`src/rtl/apb_slave_regfile_pkg.sv`:
```
// -----------------------------------------------------------------------------
// apb_slave_regfile_pkg
// Shared definitions for the APB bridge slice:
//   - slave FSM state encoding (IDLE / ACCESS)
//   - bridge-side phase encodings (Idle / Setup / Access)
//   - APB response codes (OKAY, SLVERR = 2'b10)
//   - wait-counter width
//   - apb_decode(): byte address -> {hit, register index}
// -----------------------------------------------------------------------------
package apb_slave_regfile_pkg;

  // Slave-side transfer FSM
  typedef enum logic {
    ST_IDLE   = 1'b0,
    ST_ACCESS = 1'b1
  } slv_state_t;

  // Bridge-side APB phase encoding, shared with the master side of the bridge
  typedef enum logic [1:0] {
    BR_IDLE   = 2'b00,
    BR_SETUP  = 2'b01,
    BR_ACCESS = 2'b10
  } br_state_t;

  // Response codes; the slave maps SLVERR onto the single pslverr wire
  localparam logic [1:0] RESP_OKAY   = 2'b00;
  localparam logic [1:0] RESP_SLVERR = 2'b10;

  // Wait counter width: holds 0..15 wait states
  localparam int WCNT_W = 4;

  typedef struct packed {
    logic       hit;
    logic [5:0] idx;
  } dec_t;

  // Offset is computed modulo 2^32, so addresses below the base wrap to a
  // large offset and fall outside the window instead of aliasing.
  function automatic dec_t apb_decode(input logic [31:0] addr,
                                      input logic [31:0] base,
                                      input int          nregs);
    logic [31:0] off;
    logic [31:0] lim;
    dec_t        d;
    off   = addr - base;
    lim   = 32'(nregs) << 2;
    d.hit = (off < lim) && (off[1:0] == 2'b00);
    d.idx = off[7:2];
    return d;
  endfunction

endpackage

```
`src/rtl/apb_wait_counter.sv`:
```
// -----------------------------------------------------------------------------
// apb_wait_counter
// Wait-state counter for the APB slave access phase. Loads WAIT_STATES on the
// setup cycle and counts down while the master holds the access phase.
// Ports:
//   s_axi_clk      in   clock, rising edge
//   s_axi_aresetn  in   asynchronous active-low reset
//   i_load         in   load WAIT_STATES (setup cycle accepted)
//   i_dec          in   decrement request (access phase, not yet ready)
//   o_zero         out  counter is zero (access may complete)
// -----------------------------------------------------------------------------
module apb_wait_counter
  import apb_slave_regfile_pkg::*;
#(
  parameter int WAIT_STATES = 2
) (
  input  logic s_axi_clk,
  input  logic s_axi_aresetn,
  input  logic i_load,
  input  logic i_dec,
  output logic o_zero
);

  logic [WCNT_W-1:0] r_wcnt;

  // Load has priority so a fresh setup always restarts the count, even after
  // an aborted transfer left a residual value behind.
  always_ff @(posedge s_axi_clk or negedge s_axi_aresetn) begin
    if (!s_axi_aresetn) begin
      r_wcnt <= '0;
    end else if (i_load) begin
      r_wcnt <= WCNT_W'(WAIT_STATES);
    end else if (i_dec && (r_wcnt != '0)) begin
      r_wcnt <= r_wcnt - WCNT_W'(1);
    end
  end

  assign o_zero = (r_wcnt == '0);

endmodule

```
`src/rtl/apb_slave_regfile.sv`:
```
// -----------------------------------------------------------------------------
// apb_slave_regfile
// APB slave exposing NUM_REGS 32-bit registers at BASE_ADDR, with a fixed
// number of wait states per access, byte strobes, and per-register read-only
// selection (read-only registers return hw_in and reject writes with pslverr).
// Ports:
//   s_axi_clk      in   clock, rising edge
//   s_axi_aresetn  in   asynchronous active-low reset
//   psel, penable  in   APB select / access strobe
//   pwrite         in   1 = write, 0 = read
//   paddr          in   byte address
//   pwdata, pstrb  in   write data and byte enables
//   pprot          in   protection attributes (ignored)
//   pready         out  transfer complete (combinational)
//   prdata         out  read data, zero outside a successful read
//   pslverr        out  transfer error, only together with pready
//   hw_in          in   read values for read-only registers, 32 bits each
//   reg_out        out  register array contents, 32 bits each
//   wr_pulse       out  one-cycle strobe per register after a committed write
// -----------------------------------------------------------------------------
module apb_slave_regfile
  import apb_slave_regfile_pkg::*;
#(
  parameter int          NUM_REGS    = 16,
  parameter logic [31:0] BASE_ADDR   = 32'h0000_0000,
  parameter int          WAIT_STATES = 2,
  parameter logic [63:0] RO_MASK     = 64'h0
) (
  input  logic                  s_axi_clk,
  input  logic                  s_axi_aresetn,
  input  logic                  psel,
  input  logic                  penable,
  input  logic                  pwrite,
  input  logic [31:0]           paddr,
  input  logic [31:0]           pwdata,
  input  logic [3:0]            pstrb,
  input  logic [2:0]            pprot,
  output logic                  pready,
  output logic [31:0]           prdata,
  output logic                  pslverr,
  input  logic [32*NUM_REGS-1:0] hw_in,
  output logic [32*NUM_REGS-1:0] reg_out,
  output logic [NUM_REGS-1:0]   wr_pulse
);

  slv_state_t  r_state;
  slv_state_t  w_next_state;

  // Transfer attributes captured on the setup cycle
  logic [31:0] r_addr;
  logic [31:0] r_wdata;
  logic [3:0]  r_strb;
  logic        r_write;

  logic        w_setup;
  logic        w_access_ph;
  logic        w_load;
  logic        w_dec;
  logic        w_zero;
  logic        w_pready;
  logic        w_err;
  logic        w_ro;
  logic        w_commit;
  logic [1:0]  w_resp;
  logic [31:0] w_rdata;
  dec_t        w_decode;
  logic        w_unused_pprot;

  assign w_setup     = psel & ~penable;
  assign w_access_ph = psel & penable;

  // Decode works only on captured values so bus changes after setup are inert
  assign w_decode = apb_decode(r_addr, BASE_ADDR, NUM_REGS);
  assign w_ro     = RO_MASK[w_decode.idx];

  // Protection attributes have no effect on this register file
  assign w_unused_pprot = ^pprot;

  apb_wait_counter #(
    .WAIT_STATES (WAIT_STATES)
  ) u_wait_counter (
    .s_axi_clk     (s_axi_clk),
    .s_axi_aresetn (s_axi_aresetn),
    .i_load        (w_load),
    .i_dec         (w_dec),
    .o_zero        (w_zero)
  );

  // ---------------------------------------------------------------------------
  // FSM: state register
  // ---------------------------------------------------------------------------
  always_ff @(posedge s_axi_clk or negedge s_axi_aresetn) begin
    if (!s_axi_aresetn) begin
      r_state <= ST_IDLE;
    end else begin
      r_state <= w_next_state;
    end
  end

  // ---------------------------------------------------------------------------
  // FSM: next-state logic
  // ---------------------------------------------------------------------------
  always_comb begin
    w_next_state = r_state;
    case (r_state)
      ST_IDLE: begin
        if (w_setup) begin
          w_next_state = ST_ACCESS;
        end
      end
      ST_ACCESS: begin
        // Losing psel mid-transfer is an abort; completion also returns to
        // IDLE so a setup in the very next cycle is accepted without a gap.
        if (!psel || w_pready) begin
          w_next_state = ST_IDLE;
        end
      end
      default: w_next_state = ST_IDLE;
    endcase
  end

  // ---------------------------------------------------------------------------
  // FSM: outputs
  // ---------------------------------------------------------------------------
  always_comb begin
    w_pready = 1'b0;
    w_load   = 1'b0;
    w_dec    = 1'b0;
    case (r_state)
      ST_IDLE: begin
        w_load = w_setup;
      end
      ST_ACCESS: begin
        w_pready = w_access_ph & w_zero;
        w_dec    = w_access_ph & ~w_zero;
      end
      default: ;
    endcase
  end

  // Setup-cycle capture; contents only matter once ACCESS is entered
  always_ff @(posedge s_axi_clk) begin
    if (w_load) begin
      r_addr  <= paddr;
      r_write <= pwrite;
      r_wdata <= pwdata;
      r_strb  <= pstrb;
    end
  end

  assign w_err    = w_pready & (~w_decode.hit | (r_write & w_ro));
  assign w_resp   = w_err ? RESP_SLVERR : RESP_OKAY;
  assign w_commit = w_pready & r_write & ~w_err;

  // Read-only registers are served from hw_in; the array copy is never written
  always_comb begin
    w_rdata = 32'h0;
    if (w_pready && !r_write && w_decode.hit) begin
      if (w_ro) begin
        w_rdata = hw_in[{w_decode.idx, 5'b0} +: 32];
      end else begin
        w_rdata = reg_out[{w_decode.idx, 5'b0} +: 32];
      end
    end
  end

  assign pready  = w_pready;
  assign pslverr = (w_resp == RESP_SLVERR);
  assign prdata  = w_rdata;

  // ---------------------------------------------------------------------------
  // Register array and write strobes
  // ---------------------------------------------------------------------------
  for (genvar gi = 0; gi < NUM_REGS; gi++) begin : g_reg
    logic [31:0] r_data;
    logic        r_pulse;
    logic        w_sel;

    assign w_sel = w_commit && (w_decode.idx == 6'(gi));

    // An all-zero strobe still selects the register, so the pulse fires
    // while no byte changes.
    always_ff @(posedge s_axi_clk or negedge s_axi_aresetn) begin
      if (!s_axi_aresetn) begin
        r_data  <= 32'h0;
        r_pulse <= 1'b0;
      end else begin
        r_pulse <= w_sel;
        if (w_sel) begin
          for (int k = 0; k < 4; k++) begin
            if (r_strb[k]) begin
              r_data[8*k +: 8] <= r_wdata[8*k +: 8];
            end
          end
        end
      end
    end

    assign reg_out[32*gi +: 32] = r_data;
    assign wr_pulse[gi]         = r_pulse;
  end

endmodule

```
`config.mk`:
```
export PLATFORM = sky130hd
export DESIGN_NAME = apb_slave_regfile
export DESIGN_NICKNAME = d
export VERILOG_FILES = /design/src/rtl/apb_slave_regfile_pkg.sv /design/src/rtl/apb_wait_counter.sv /design/src/rtl/apb_slave_regfile.sv
export SDC_FILE = /design/constraint.sdc
export NUM_CORES = 1
export LEC_CHECK = 0
export CAP_MARGIN = 20
export CORE_AREA = 2 2 448 450
export CTS_BUF_LIST = sky130_fd_sc_hd__clkbuf_2
export DETAILED_ROUTE_END_ITERATION = 8
export DIE_AREA = 0 0 450 452
export MAX_ROUTING_LAYER = met4
export PLACE_DENSITY = 0.34
export SKIP_CTS_REPAIR_TIMING = 1
export SLEW_MARGIN = 20
export SYNTH_ARGS = -nofsm -noshare
export SYNTH_HDL_FRONTEND = slang
export SYNTH_SLANG_ARGS = --single-unit
```
`constraint.sdc`:
```
create_clock -name s_axi_clk -period 8.3 [get_ports s_axi_clk]
set_input_delay 1.66 -clock s_axi_clk [delete_from_list [all_inputs] [get_ports s_axi_clk]]
set_output_delay 1.66 -clock s_axi_clk [all_outputs]
set_load 0.05 [all_outputs]
```
==> flow_summary.ini <==
[status]
outcome = finished clean

[cells_and_area]
nets = 2951
final_util_pct = 19.24
area_growth_pct = 42.12
drive_above_1_share_pct = 42.31

[worst_hold_path]
whs_path_depth = 1
hold_path_startpoint = pwdata[21]
whs_endpoint = r_wdata[21]
hold_path_class = in -> reg

[clock_tree]
clock-sinks = 602
clk_latency_ns = 1.72
cts.clk_slew.worst_paths_ns = 0.11
clockRootBuffer = clkbuf_2
ctsHtreeMaxLevel = 4
cts_tree = done
cts_buffer_depth = 3
cts_made_buffers = 186

[yosys]
yosysMostFrequentCell = dfrtp_1
yosysTopAreaCell = dfrtp_1
syn-cell-area_sq_um = 26890
yosys_warnings = 0
synth_edf_count = 69
synth_ff_type = dfrtp_1
synth.yosys.seq_area_share_pct = 57.30
synthTopCellsByCount = 533 x dfrtp_1, 488 x mux2_2, 128 x mux4_2
yosys.cell_types.count = 42
ys_ff_latch = 602
postSynthAreaPerCell_sq_um = 16.64
async_reset_ff_share_pct = 88.54
synth_area_leaders = dfrtp_1 50%, mux2_2 20%, mux4_2 11%
synth_top_area_share_pct = 49.59
synthCells = 1616
synth_nets = 2205

[power]
power.density_nw_per_um2 = 150.0
power.net_switching_mw = 1.699
ir_drop_v = 0.0001063
combPwrFrac_pct = 3.9
p_int_mw = 4.035
seqPwrFrac_pct = 53.2
switching_share_pct = 29.63
cellLeakagePower_nw = 16.49
clkPwrFrac_pct = 42.9

[detailed_routing]
vias = 19045
drc = 0
drtIter0Drc = 876
antenna_left = 0
wl_per_cell_um = 26.38
drt_wl_total_um = 136600
firstDrtPassIters = 5
vias_per_cell = 3.678

[setup_path]
cp-end-kind = output port
rr_startpoint = r_addr[3]
critPathMaxStageDelay_ns = 0.89
path_class = reg -> out
rrSetupSlack_ns = 4.24
ff2ff_path_depth = 7
required_ns = 6.64
cp_slowest_cell = clkdlybuf4s50_1
cp_max_fo = 23
reg2reg_to = g_reg[3].r_data[0]
start_kind = register
cp_cell_sequence = or4_1 -> nor3_1 -> nand4_1 -> buf_4 -> a21oi_1 -> clkdlybuf4s50_1
arrival_ns = 5.74

[sta]
fin_tns_setup_ns = 0
report.final.slew_viol_count = 0
skew_ns = 0.1557
hold_viol_final = 0
setup_viol = 0
finalCritPeriodShare_pct = 89.16
timing.final.crit_period_ns = 7.401
tightestPinTransition_ns = 1.187
grt_setup_unrepaired = no
slew_headroom_pct = 20.87
fmax_mhz = 135.1

[job]
maxCapViolations = 0

[global_routing]
grt_max_degree = 157
grt_pass1_vias = 21049
grt_pass1_wl_um = 185100
grt.overflow.total = 0
grt_usage_pct = 13.60
grt_antenna_before_repair = 17

[placed_design]
dpl.hpwl_um = 99180
routabilityCongestion = 0.7915
io_buffers = 634

[floorplan]
start_util_pct = 13.54
die_w_um = 450
core-area_sq_um = 198600
ios = 1150
dieHeight_um = 452
die_area_sq_um = 203400
std_cell_rows = 164
## worst max-delay path, delay by kind of cell (launching register included)
| family | cells | cell delay [ns] |
|---|---|---|
| and+or+nand+nor | 3 | 1.91 |
| AOI/OAI and AO/OA | 1 | 0.32 |
| DFF | 1 | 0.42 |
| buffers and inverters | 2 | 1.32 |
## power by group through the flow
stage          clock network (mW)  registers, mW  logic [mW]
2_1_floorplan                   0           3.08      0.0931
3_3_place_gp                    0           3.11       0.227
5_1_grt                      2.79           3.06       0.245
6_report                     2.46           3.05       0.221
4_1_cts                      2.63           3.05       0.230
3_5_place_dp                    0           3.11       0.229
## layer usage
| metal | share of wire, % | vias to the layer above | GRT usage, % |
|---|---|---|---|
| met5 | 0 | - | - |
| met4 | 2.9 | 0 | 4.640 |
| met3 | 12 | 226 | 7.201 |
| met2 | 46 | 862 | 20.59 |
| met1 | 40 | 10097 | 15.22 |
| li1 | - | 7860 | - |
## placed cells by master (no fill, tap or decap), types with 3 or more instances in the layout
master           instances
a21oi_1                 33
a22oi_1                 64
and3_1                   3
and3b_1                  5
buf_12                   5
buf_4                   37
clkbuf_2               268
clkdlybuf4s50_1        632
clkinv_1                37
clkinv_2                17
dfrtp_1                533
diode_2                 12
edfxtp_1                69
inv_1                    3
inv_6                    5
mux2_2                 488
mux2_4                  24
mux4_2                 128
nand2_1                  3
nand3_1                  6
nand4_1                  9
nand4_2                  6
nand4b_1                 4
nor2_1                   5
nor3_1                  19
nor3_2                  14
nor3_4                  46
nor4_1                   5
nor4_2                   3
or4_1                    4
## cell type report
class                   count  area (sq um)
fillers                 21599        160400
clock buffers             268          1341
repair buffers            677          6740
clock inverters            68         384.1
diodes                     12         30.03
well taps                2656          3323
inverters                   3         11.26
flip-flops and latches    602         15410
multi-input cells         892         10980
## cells by family after synthesis
kind of cell	after synthesis	share of synthesized area (%)
multiplexers	640	32.49
flip-flops	602	57.30
AND/OR/NAND/NOR	149	5.532
buffers and inverters	122	2.070
AO/OA/AOI/OAI	99	2.466
XOR/XNOR	3	0.09771
adder cells (fa/ha/maj)	1	0.04652
## worst max path at each step
stage | endpoint | slack [ns] | startpoint
finish | prdata[28] | 0.90 | r_addr[10]
global route | prdata[28] | 0.46 | r_addr[10]
CTS | prdata[28] | 0.47 | r_addr[10]
detailed placement | prdata[28] | 1.52 | psel
global placement | prdata[28] | 1.55 | psel
floorplan | r_addr[0] | 0.71 | penable
## stage by stage
stage          power (mW)  instance area, sq um  hold WS (ns)  setup slack (ns)  instances
6_report            5.733                 38220        0.4952            0.8994       5178
5_1_grt             6.086                 38220        0.2192            0.4560       5177
4_1_cts             5.905                 38180       -0.3461            0.4740       5165
3_5_place_dp        3.338                 36450        0.5163             1.517       4829
3_3_place_gp        3.335                 36430        0.5133             1.550       4829
2_1_floorplan       3.172                 26890        0.4825            0.7076       1616
## flip-flops by register name (all words and copies together), names as in the netlist
name,cells
g.r_data,512
r_state,1
g.r_pulse,16
r_wdata,32
r_write,1
r_strb,4
u_wait_counter.r_wcnt,4
r_addr,32
(Power assumes the default switching activity.)
